--- src/rtl/sum_disp_pkg.sv ---
// sum_disp_pkg: shared state types, widths and 7-segment encoding for the sum display path
package sum_disp_pkg;
  typedef enum logic {IDLE, CONV} conv_state_t;
  typedef enum logic [1:0] {BLANK, TENS, UNITS} disp_state_t;
  localparam int BCD_W = 4;
  localparam logic [6:0] SEG_BLANK = 7'h00;
  function automatic logic [6:0] seg_enc(input logic [BCD_W-1:0] d);
    case (d)
      4'd0: return 7'h3F;
      4'd1: return 7'h06;
      4'd2: return 7'h5B;
      4'd3: return 7'h4F;
      4'd4: return 7'h66;
      4'd5: return 7'h6D;
      4'd6: return 7'h7D;
      4'd7: return 7'h07;
      4'd8: return 7'h7F;
      4'd9: return 7'h6F;
      default: return SEG_BLANK;
    endcase
  endfunction
endpackage

--- src/rtl/bin2bcd_serial.sv ---
// bin2bcd_serial: MSB-first double-dabble, one shift per cycle, result presented with done
module bin2bcd_serial
  import sum_disp_pkg::*;
#(
  parameter int SUM_W = 5
) (
  input  logic             clk,
  input  logic             rst,
  input  logic             start,
  input  logic [SUM_W-1:0] bin_in,
  output logic             busy,
  output logic             done,
  output logic [BCD_W-1:0] tens,
  output logic [BCD_W-1:0] units
);
  localparam int CW = $clog2(SUM_W + 1);
  localparam int SW = 2 * BCD_W + SUM_W;
  logic [SUM_W-1:0] bin_q;
  logic [BCD_W-1:0] t_q, u_q, t_adj, u_adj;
  logic [CW-1:0] cnt;
  logic [SW-1:0] sh;
  assign t_adj = t_q >= 4'd5 ? t_q + 4'd3 : t_q;
  assign u_adj = u_q >= 4'd5 ? u_q + 4'd3 : u_q;
  assign sh = {t_adj, u_adj, bin_q} << 1;
  assign tens = sh[SW-1 -: BCD_W];
  assign units = sh[SW-BCD_W-1 -: BCD_W];
  assign done = busy && cnt == CW'(1);
  // Load on start, then adjust-and-shift once per cycle until cnt runs out
  always_ff @(posedge clk) begin
    if (rst) begin
      busy <= 1'b0;
      cnt <= '0;
      bin_q <= '0;
      t_q <= '0;
      u_q <= '0;
    end else if (start) begin
      busy <= 1'b1;
      cnt <= CW'(SUM_W);
      bin_q <= bin_in;
      t_q <= '0;
      u_q <= '0;
    end else if (busy) begin
      busy <= cnt != CW'(1);
      cnt <= cnt - CW'(1);
      bin_q <= sh[SUM_W-1:0];
      t_q <= tens;
      u_q <= units;
    end
  end
endmodule

--- src/rtl/sum_display_sequencer.sv ---
// sum_display_sequencer: converts an accepted binary sum to BCD and multiplexes tens/units onto one 7-segment digit
module sum_display_sequencer
  import sum_disp_pkg::*;
#(
  parameter int SUM_W = 5,
  parameter int DWELL_CYCLES = 1000000,
  parameter int SEG_ACTIVE_LOW = 0
) (
  input  logic             clk,
  input  logic             rst,
  input  logic [SUM_W-1:0] sum_in,
  input  logic             sum_valid,
  output logic             sum_ready,
  output logic [6:0]       seg,
  output logic             dp
);
  localparam int DW = DWELL_CYCLES > 1 ? $clog2(DWELL_CYCLES) : 1;
  localparam logic INV = SEG_ACTIVE_LOW != 0;
  conv_state_t cst;
  disp_state_t dst;
  logic start, busy, done, dwell_end;
  logic [BCD_W-1:0] tens, units, tens_q, units_q;
  logic [DW-1:0] dwell;
  logic [6:0] seg_nx;
  assign start = sum_valid && sum_ready && !busy;
  assign dwell_end = dwell == DW'(DWELL_CYCLES - 1);
  assign seg_nx = dst == TENS ? seg_enc(tens_q) : dst == UNITS ? seg_enc(units_q) : SEG_BLANK;
  bin2bcd_serial #(.SUM_W(SUM_W)) u_bcd (
    .clk   (clk),
    .rst   (rst),
    .start (start),
    .bin_in(sum_in),
    .busy  (busy),
    .done  (done),
    .tens  (tens),
    .units (units)
  );
  // Converter handshake: ready only while idle, dropped for the whole conversion
  always_ff @(posedge clk) begin
    if (rst) begin
      cst <= IDLE;
      sum_ready <= 1'b1;
    end else if (cst == IDLE && start) begin
      cst <= CONV;
      sum_ready <= 1'b0;
    end else if (cst == CONV && done) begin
      cst <= IDLE;
      sum_ready <= 1'b1;
    end
  end
  // Display sequencing: a digit load restarts the cycle, otherwise alternate when tens is non-zero
  always_ff @(posedge clk) begin
    if (rst) begin
      dst <= BLANK;
      tens_q <= '0;
      units_q <= '0;
      dwell <= '0;
    end else if (done) begin
      dst <= tens != '0 ? TENS : UNITS;
      tens_q <= tens;
      units_q <= units;
      dwell <= '0;
    end else if (dst == TENS || (dst == UNITS && tens_q != '0)) begin
      dst <= dwell_end ? (dst == TENS ? UNITS : TENS) : dst;
      dwell <= dwell_end ? '0 : dwell + DW'(1);
    end
  end
  // Output register, optionally inverted for common-anode displays
  always_ff @(posedge clk) begin
    if (rst) begin
      seg <= {7{INV}};
      dp <= INV;
    end else begin
      seg <= seg_nx ^ {7{INV}};
      dp <= (dst == TENS) ^ INV;
    end
  end
endmodule

--- config.mk ---
export PLATFORM = sky130hd
export DESIGN_NAME = sum_display_sequencer
export DESIGN_NICKNAME = d
export VERILOG_FILES = /design/src/rtl/sum_disp_pkg.sv /design/src/rtl/bin2bcd_serial.sv /design/src/rtl/sum_display_sequencer.sv
export SDC_FILE = /design/constraint.sdc
export NUM_CORES = 1
export LEC_CHECK = 0
export ABC_AREA = 0
export CAP_MARGIN = 5
export CELL_PAD_IN_SITES_DETAIL_PLACEMENT = 1
export CELL_PAD_IN_SITES_GLOBAL_PLACEMENT = 1
export CORE_ASPECT_RATIO = 0.6
export CORE_MARGIN = 4
export CORE_UTILIZATION = 29
export CTS_CLUSTER_SIZE = 8
export DETAILED_ROUTE_END_ITERATION = 6
export HOLD_SLACK_MARGIN = 0.08
export MAX_ROUTING_LAYER = met4
export PLACE_DENSITY_LB_ADDON = 0.1
export SYNTH_ARGS = -nofsm -noshare
export SYNTH_HDL_FRONTEND = slang
export SYNTH_SLANG_ARGS = --single-unit
--- constraint.sdc ---
create_clock -name clk -period 3.3 [get_ports clk]
set_input_delay 0.66 -clock clk [delete_from_list [all_inputs] [get_ports clk]]
set_output_delay 0.66 -clock clk [all_outputs]
set_load 0.02 [all_outputs]
After elaboration in Yosys (flattened, before gate mapping) --
Memories as Yosys holds them, arrays and structs flattened. A register that Yosys moved wholly into a read port is not among the register bits. Index checks and enable logic that the tools add are counted.
Storage, ports and cells: register bits 57, ROM bits 224, bits of input ports 8, output and inout port bits 9, logic and storage cells 69, memories kept 2
Operators by class: $add $sub $neg 4, order comparisons 2, eq/ne operators 5, mux-type cells 24, bitwise gates (word level) 1, reduce and logical (&&, ||, !) cells 17
Memory list:
- (name not given) | depth 16, width 7, rd ports 1, clocked after memory_dff 1, wr ports 0, RTL line sum_disp_pkg.sv:8 | case (d)
- (name not given) | depth 16, width 7, rd ports 1, clocked after memory_dff 1, wr ports 0, RTL line sum_disp_pkg.sv:8
Operators by type and width (count):
- $add A20 B1 Y20 const B | 1
- $eq A20 B20 Y1 const B | 1
- $mux W20 | 1
- $mux W4 | 5
- $mux W7 | 2
- $mux W2 | 5
- $mux W5 | 2
- $mux W3 | 3
- $ge A4 B3 Y1 const B | 2
- $reduce_bool A2 Y1 | 4
- $reduce_bool A4 Y1 | 2
- $logic_and A1 B1 Y1 | 6
- $mux W1 | 6
- $add A4 B2 Y4 const B | 1
- $reduce_or A2 Y1 | 2
- $add A3 B2 Y3 const B | 1
- $eq A3 B1 Y1 const B | 1
- $ne A3 B1 Y1 const B | 1
- $sub A3 B1 Y3 const B | 1
- $eq A2 B1 Y1 const B | 1
- $eq A2 B2 Y1 const B | 1
- $reduce_and A2 Y1 | 1
- $logic_not A1 Y1 | 1
- $logic_or A1 B1 Y1 | 1
- $not A1 Y1 | 1

Longest topological paths before layout --
Gate-level depths: netlist of the first run.
depth in word-level cells 5, depth in mapped cells 10, gate-level depth less buffers 10

By module --
A second synthesis of the first run with hierarchy kept.
Second synthesis, totals: cells, all modules 384, area total of the unflattened synthesis 3542.1 µm²
Modules (own cells, without submodules):
- sum_display_sequencer | times used 1, cells an instance 267, area each 2610.0 µm²
- bin2bcd_serial | times used 1, cells an instance 117, area each 932.1 µm²

Least setup slack after synthesis of the first run --
No wires, ideal clock.
kind register to register, from register u_bcd.u_q[0], to register (tool-made name), library setup time 0.122 ns, arrival 2.681 ns, data required time 3.178 ns, setup slack 0.497 ns, stages on the path, launching flop included 11, buffers on the path 0, cell sequence dfxtp_1 > inv_1 > ha_1 > and2b_1 > o21ba_2 > xnor2_1 > mux2i_1 > or2_2 > ha_1 > or3_1 > a221o_1
RTL lines:
- start: declaration | RTL line bin2bcd_serial.sv:19 | logic [BCD_W-1:0] t_q, u_q, t_adj, u_adj;
- start signal: assignment | RTL line bin2bcd_serial.sv:47 | u_q <= units;

==> metrics, run 1 <==
status completed; synthesized-area fraction occupied by adder cells 0.0671; Yosys warning count 0; most frequent CP cell ha_1; period utilization 0.920; CTS buffer count 9; H-tree levels 3; Skew-Pair Late Insertion Delay 330 ps; final hold vios 0; post-synth design cell area 3540 um2; DRC 0; Fin Clk Skew 6.31 ps; antenna violations before repair 1; Compound-Gate Fraction of Synth Area 0.165; Psw 549 uW; Routed Wire Length 9560 um; Comb pwr share 0.106; register area share after synthesis 0.401; fmax 0.329 GHz; XOR/XNOR share of the synthesized area 0.0593; CTS Buffer Depth 2; postcts setup bufs 0; Cell Chain, Critical Path inv_1 -> ha_1 -> and2b_1 -> o21ba_2 -> xnor2_1 -> mux2i_1 -> or2_2 -> ha_1 -> or3_1 -> a221o_1; Avg Inst Size Synth 8.80 um2; PwrDens 540 nW/um2; CP peak stage delay 410 ps; Crit path depth 10; global-route congestion overflow total 0; crit path buf inv count 1; GPL Wtd Cong 0.801; CP top delay family simple AND/OR/NAND/NOR gates; post-CTS resize count 0; area share of the leading cell type in the synthesized netlist 0.401; number of synthesized register bits 71; DP HPWL 7060 um; critical path data arrival time 3260 ps; ys flop type dfxtp_1; final net count 446; Clock Tree Root clkbuf_16; TritonRoute pass-1 iters 4; I/O Buffers 16; CP Launch Point u_bcd.u_q[0]; Slew @ Worst Pin 697 ps; Initial Util 0.306; Via Count 2893; core area 11600 um2; CP Max Fanout 5; Setup TNS Final 0 ps; CTS tree built; sequential share of power 0.408; clk slew on worst S/H paths 60 ps; worst reg2reg path startpoint u_bcd.u_q[0]; Worst Hold Class reg -> reg; DR WL/cell 16.4 um; WS Path Type reg -> reg; fraction of layout cells with a size suffix above 1 0.0969; Async SR Flop Fraction 0; clock network power share 0.486; switch share 0.241; final cell count without fillers 584; critical path launch point type register; largest net degree at the start of global routing 32; wire length of the first global-routing pass 15800 um; simple-gate area share of the yosys netlist 0.242; GR Util All Layers 0.149; vias in the first global route 2873; max-cap violation count 0; FF-to-FF path depth 10; RSZ-0062 raised after global routing no; min-delay src u_bcd.cnt[1]; First DRT Iteration DRCs 145; EDFF count, synth 0; Hold Buf Count CTS 0; Die X 151 um; main combinational cell family by area after synthesis simple AND/OR/NAND/NOR gates; Pint 1.73 mW; Die ar. 14100 um2; Final Critical Period 3040 ps; count of pins over their slew limit 0; Syn-to-layout area delta 18.9%; Leak 1.48 nW; syn_nets 430; CTS sink count 71; WP data required 3520 ps; R2R Setup Slk 260 ps; Synth area leaders dfxtp_1, ha_1, nor2_1, xnor2_1, a21oi_1; I/O pin cnt 17; count of final setup violators 0; Vert. Die Dim 93.6 um; dominant cell type by area after synthesis dfxtp_1; Rows 30; maximum VDD drop 0.000289 V; CP endpoint kind register; DRT antenna net count 0; worst rel slew slack 0.534; placed instance count 568; synth unique cells 65; Post-Synthesis Cells 403; Crit-path slowest cell dfxtp_1; Vias/cell 4.95; mux contribution to synthesized area 0.0201
-- synth_stat cells, types with 2 or more instances --
cell type,instances
and3b_1,2
xnor2_1,23
or2_2,5
mux2i_1,6
inv_1,12
dfxtp_1,71
a31oi_1,7
a211o_1,2
o21ai_1,2
ha_1,19
nor4b_1,2
clkbuf_1,10
or3_1,6
buf_2,7
o21ai_0,11
nor3b_1,3
nor3b_2,2
and2_1,8
o21a_1,2
nor2_1,56
nand2b_1,5
o311ai_0,3
nand2_1,21
nor2b_1,6
o21ba_2,2
nor3_1,17
o22ai_1,2
and4_1,2
a22oi_1,8
a21oi_1,20
buf_4,2
a211oi_1,6
nand4_1,2
nor4_1,9
nand3_1,12
-- cell families (layout without fill, tap and decap cells) --
family,count (synthesis),in the layout
xor+xnor,24,24
buf+inv,36,56
other cells,0,1
compound gates,82,82
mux,7,7
fa+ha+maj,19,19
flops,71,71
simple gates,164,164
-- layer usage --
metal | global-route usage | vias up | wire length, um
met3 | 0.0392 | 9 | 395
met4 | 0.0430 | 0 | 95
met2 | 0.187 | 51 | 3600
li1 | - | 1462 | -
met1 | 0.227 | 1371 | 5470
met5 | - | - | 0
-- worst min-delay path, delay by kind of cell (launching register included) --
| family | cells | cell delay [ps] |
|---|---|---|
| flip-flops | 1 | 310 |
| AND/OR/NAND/NOR | 1 | 80 |
| AO/OA/AOI/OAI | 1 | 50 |
-- per-stage QoR --
stage	hold WS, ps	cell area [um2]	total power [mW]	setup slack (ps)	util
2_1_floorplan	443	3540	1.11	497	-
3_3_place_gp	465	3880	1.18	375	0.334
3_5_place_dp	468	3880	1.19	305	0.334
4_1_cts	480	4210	2.31	274	0.363
5_1_grt	502	4220	2.37	32.2	0.363
6_report	480	4220	2.28	264	0.363
-- final cells by class --
cell class | instances | area, um2
Sequential cell | 71 | 1420
Antenna cell | 1 | 2.50
Multi-Input combinational cell | 296 | 1960
Inverter | 15 | 58.8
Tap cell | 160 | 200
Timing Repair Buffer | 26 | 235
Clock inverter | 6 | 110
Clock buffer | 9 | 225
Fill cell | 1327 | 7380
-- cell usage in the layout (no fill, tap or decap), types with 11 or more instances in the layout --
master,instances
nor3_1,17
dfxtp_1,71
xnor2_1,23
clkdlybuf4s50_1,16
a21oi_1,20
inv_1,12
nand3_1,12
nand2_1,21
o21ai_0,11
nor2_1,56
ha_1,19
-- how the worst min path moves through the flow --
| stage | to | cells past startpoint |
|---|---|---|
| 2_1_floorplan | seg[0] | 2 |
| 3_3_place_gp | u_bcd.cnt[1] | 2 |
| 3_5_place_dp | seg[3] | 2 |
| 4_1_cts | u_bcd.cnt[1] | 2 |
| 5_1_grt | u_bcd.cnt[1] | 2 |
| 6_report | u_bcd.cnt[1] | 2 |
-- power groups by stage --
stage	Combinational [mW]	Sequential (mW)	Clock [mW]
after floorplan	0.165	0.941	0
after global placement	0.236	0.946	0
after detailed placement	0.240	0.947	0
after CTS	0.242	0.929	1.14
after global routing	0.269	0.934	1.17
final	0.240	0.929	1.11
Note: power is estimated with default switching activity, not from simulation.
==> run 2, diff against run 1 <==
--- a/config.mk
+++ b/config.mk
@@ -10,13 +10,14 @@
 export CELL_PAD_IN_SITES_DETAIL_PLACEMENT = 1
 export CELL_PAD_IN_SITES_GLOBAL_PLACEMENT = 1
 export CORE_ASPECT_RATIO = 0.6
-export CORE_MARGIN = 4
+export CORE_MARGIN = 2
 export CORE_UTILIZATION = 29
 export CTS_CLUSTER_SIZE = 8
 export DETAILED_ROUTE_END_ITERATION = 6
 export HOLD_SLACK_MARGIN = 0.08
 export MAX_ROUTING_LAYER = met4
 export PLACE_DENSITY_LB_ADDON = 0.1
+export SKIP_CTS_REPAIR_TIMING = 1
 export SYNTH_ARGS = -nofsm -noshare
 export SYNTH_HDL_FRONTEND = slang
 export SYNTH_SLANG_ARGS = --single-unit
==> constraint.sdc (replaced) <==
create_clock -name clk -period 3.9 [get_ports clk]
set_input_delay 0.78 -clock clk [delete_from_list [all_inputs] [get_ports clk]]
set_output_delay 0.78 -clock clk [all_outputs]
set_load 0.02 [all_outputs]
==> metrics, run 2 (same netlist as run 1, synthesis figures left out) <==
status completed; Setup TNS Final 0 ps; I/O Buffers 16; WS Path Type reg -> reg; Crit-path slowest cell dfxtp_1; Slew @ Worst Pin 744 ps; Syn-to-layout area delta 18.3%; Via Count 2882; sequential share of power 0.396; Cell Chain, Critical Path inv_1 -> ha_1 -> and2b_1 -> o21ba_2 -> xnor2_1 -> mux2i_1 -> or2_2 -> ha_1 -> or3_1 -> a221o_1; wire length of the first global-routing pass 15400 um; Skew-Pair Late Insertion Delay 340 ps; CTS buffer count 9; GR Util All Layers 0.158; WHS Endpoint seg[4]; DP HPWL 6670 um; CP Launch Point u_bcd.u_q[0]; maximum VDD drop 0.000214 V; DRT antenna net count 0; most frequent cells in the layout dfxtp_1, nor2_1, xnor2_1, nand2_1, a21oi_1; fillers 1387; Vert. Die Dim 89.6 um; Layout Utilization 0.350; WP data required 4120 ps; Overall Power 1.99 mW; R2R Setup Slk 730 ps; Placed Area 3830 um2; clock network power share 0.506; Initial Util 0.296; Clock Tree Root clkbuf_16; core area 12000 um2; Vias/cell 4.95; leading cell type in the layout, fill and taps excluded dfxtp_1; antenna violations before repair 0; RSZ-0062 raised after global routing no; TritonRoute pass-1 iters 4; Rows 31; Comb pwr share 0.098; FF-to-FF path depth 10; critical path launch point type register; worst rel slew slack 0.501; final net count 439; period utilization 0.814; count of final setup violators 0; max-cap violation count 0; Final Critical Period 3170 ps; CTS tree built; Worst Hold Class reg -> reg; fmax 0.315 GHz; PwrDens 474 nW/um2; GPL Wtd Cong 0.790; fraction of layout cells with a size suffix above 1 0.0815; Fin Clk Skew 8.06 ps; Final WS setup 727 ps; CP endpoint kind register; Psw 461 uW; fin area 4190 um2; critical path data arrival time 3400 ps; switch share 0.232; Antenna Cells 0; H-tree levels 3; vias in the first global route 2768; most frequent CP cell ha_1; CP Max Fanout 5; DRC 0; CP peak stage delay 410 ps; Leak 1.47 nW; global-route congestion overflow total 0; clk slew on worst S/H paths 60 ps; Die ar. 13200 um2; Die X 147 um; CTS sink count 71; Pint 1.53 mW; Routed Wire Length 9330 um; DR WL/cell 16.0 um; hold path depth 2; post-place setup slack 761 ps; First DRT Iteration DRCs 140; largest net degree at the start of global routing 37; CTS Buffer Depth 2; final hold vios 0; I/O pin cnt 17; count of pins over their slew limit 0; worst reg2reg path startpoint u_bcd.u_q[0]
==> run 2: changes by cell type in the layout (fill, tap and decap cells not counted) <==
| cell | previous run | this run |
|---|---|---|
| diode_2 | 1 | 0 |
| buf_4 | 10 | 3 |
| clkbuf_1 | 0 | 1 |
| bufinv_16 | 3 | 4 |
| clkinvlp_4 | 2 | 1 |
==> run 2: final cells by class <==
cell class / instances / area [um2] / area share
sequential: 71 / 1420 / 0.339
timing repair buffer: 19 / 183 / 0.0436
multi-input combinational: 296 / 1960 / 0.468
tap: 165 / 206 / 0.0492
inverter: 15 / 58.8 / 0.0140
clock buffer: 10 / 229 / 0.0546
clock inverter: 6 / 133 / 0.0316
==> run 2: worst max-delay path: cells and delay by family, from the launching register on <==
family                   cells  cell delay [ps]
AND/OR/NAND/NOR              3              950
XOR/XNOR                     1              270
multiplexers                 1              190
AO/OA/AOI/OAI                2              570
buffers and inverters        1              120
flip-flops                   1              410
adder cells (fa/ha/maj)      2              540
==> run 2: power groups by stage <==
stage | combinational, mW | clock (mW) | sequential (mW)
6_report | 0.195 | 1.01 | 0.786
5_1_grt | 0.219 | 1.06 | 0.790
4_1_cts | 0.196 | 1.04 | 0.786
3_5_place_dp | 0.195 | 0 | 0.801
3_3_place_gp | 0.194 | 0 | 0.801
2_1_floorplan | 0.140 | 0 | 0.796
==> run 2: worst max-delay path by stage <==
| stage | to | slack (ps) | cells past startpoint |
|---|---|---|---|
| 6_report | register | 730 | 10 |
| 5_1_grt | register | 600 | 10 |
| 4_1_cts | register | 740 | 10 |
| 3_5_place_dp | register | 760 | 10 |
| 3_3_place_gp | register | 920 | 10 |
| 2_1_floorplan | register | 1100 | 10 |
==> run 2: routing by layer <==
metal  track usage  vias up  share of wire
li1              -     1445              -
met1         0.241     1399           0.59
met2         0.192       28           0.37
met3        0.0404       10          0.025
met4        0.0530        0          0.013
met5             -        -              0
==> run 2: per-stage QoR <==
| stage | hold WS, ps | instances |
|---|---|---|
| 3_3_place_gp | 468 | 566 |
| 2_1_floorplan | 443 | 403 |
| 5_1_grt | 505 | 582 |
| 3_5_place_dp | 472 | 566 |
| 6_report | 474 | 582 |
| 4_1_cts | 485 | 582 |
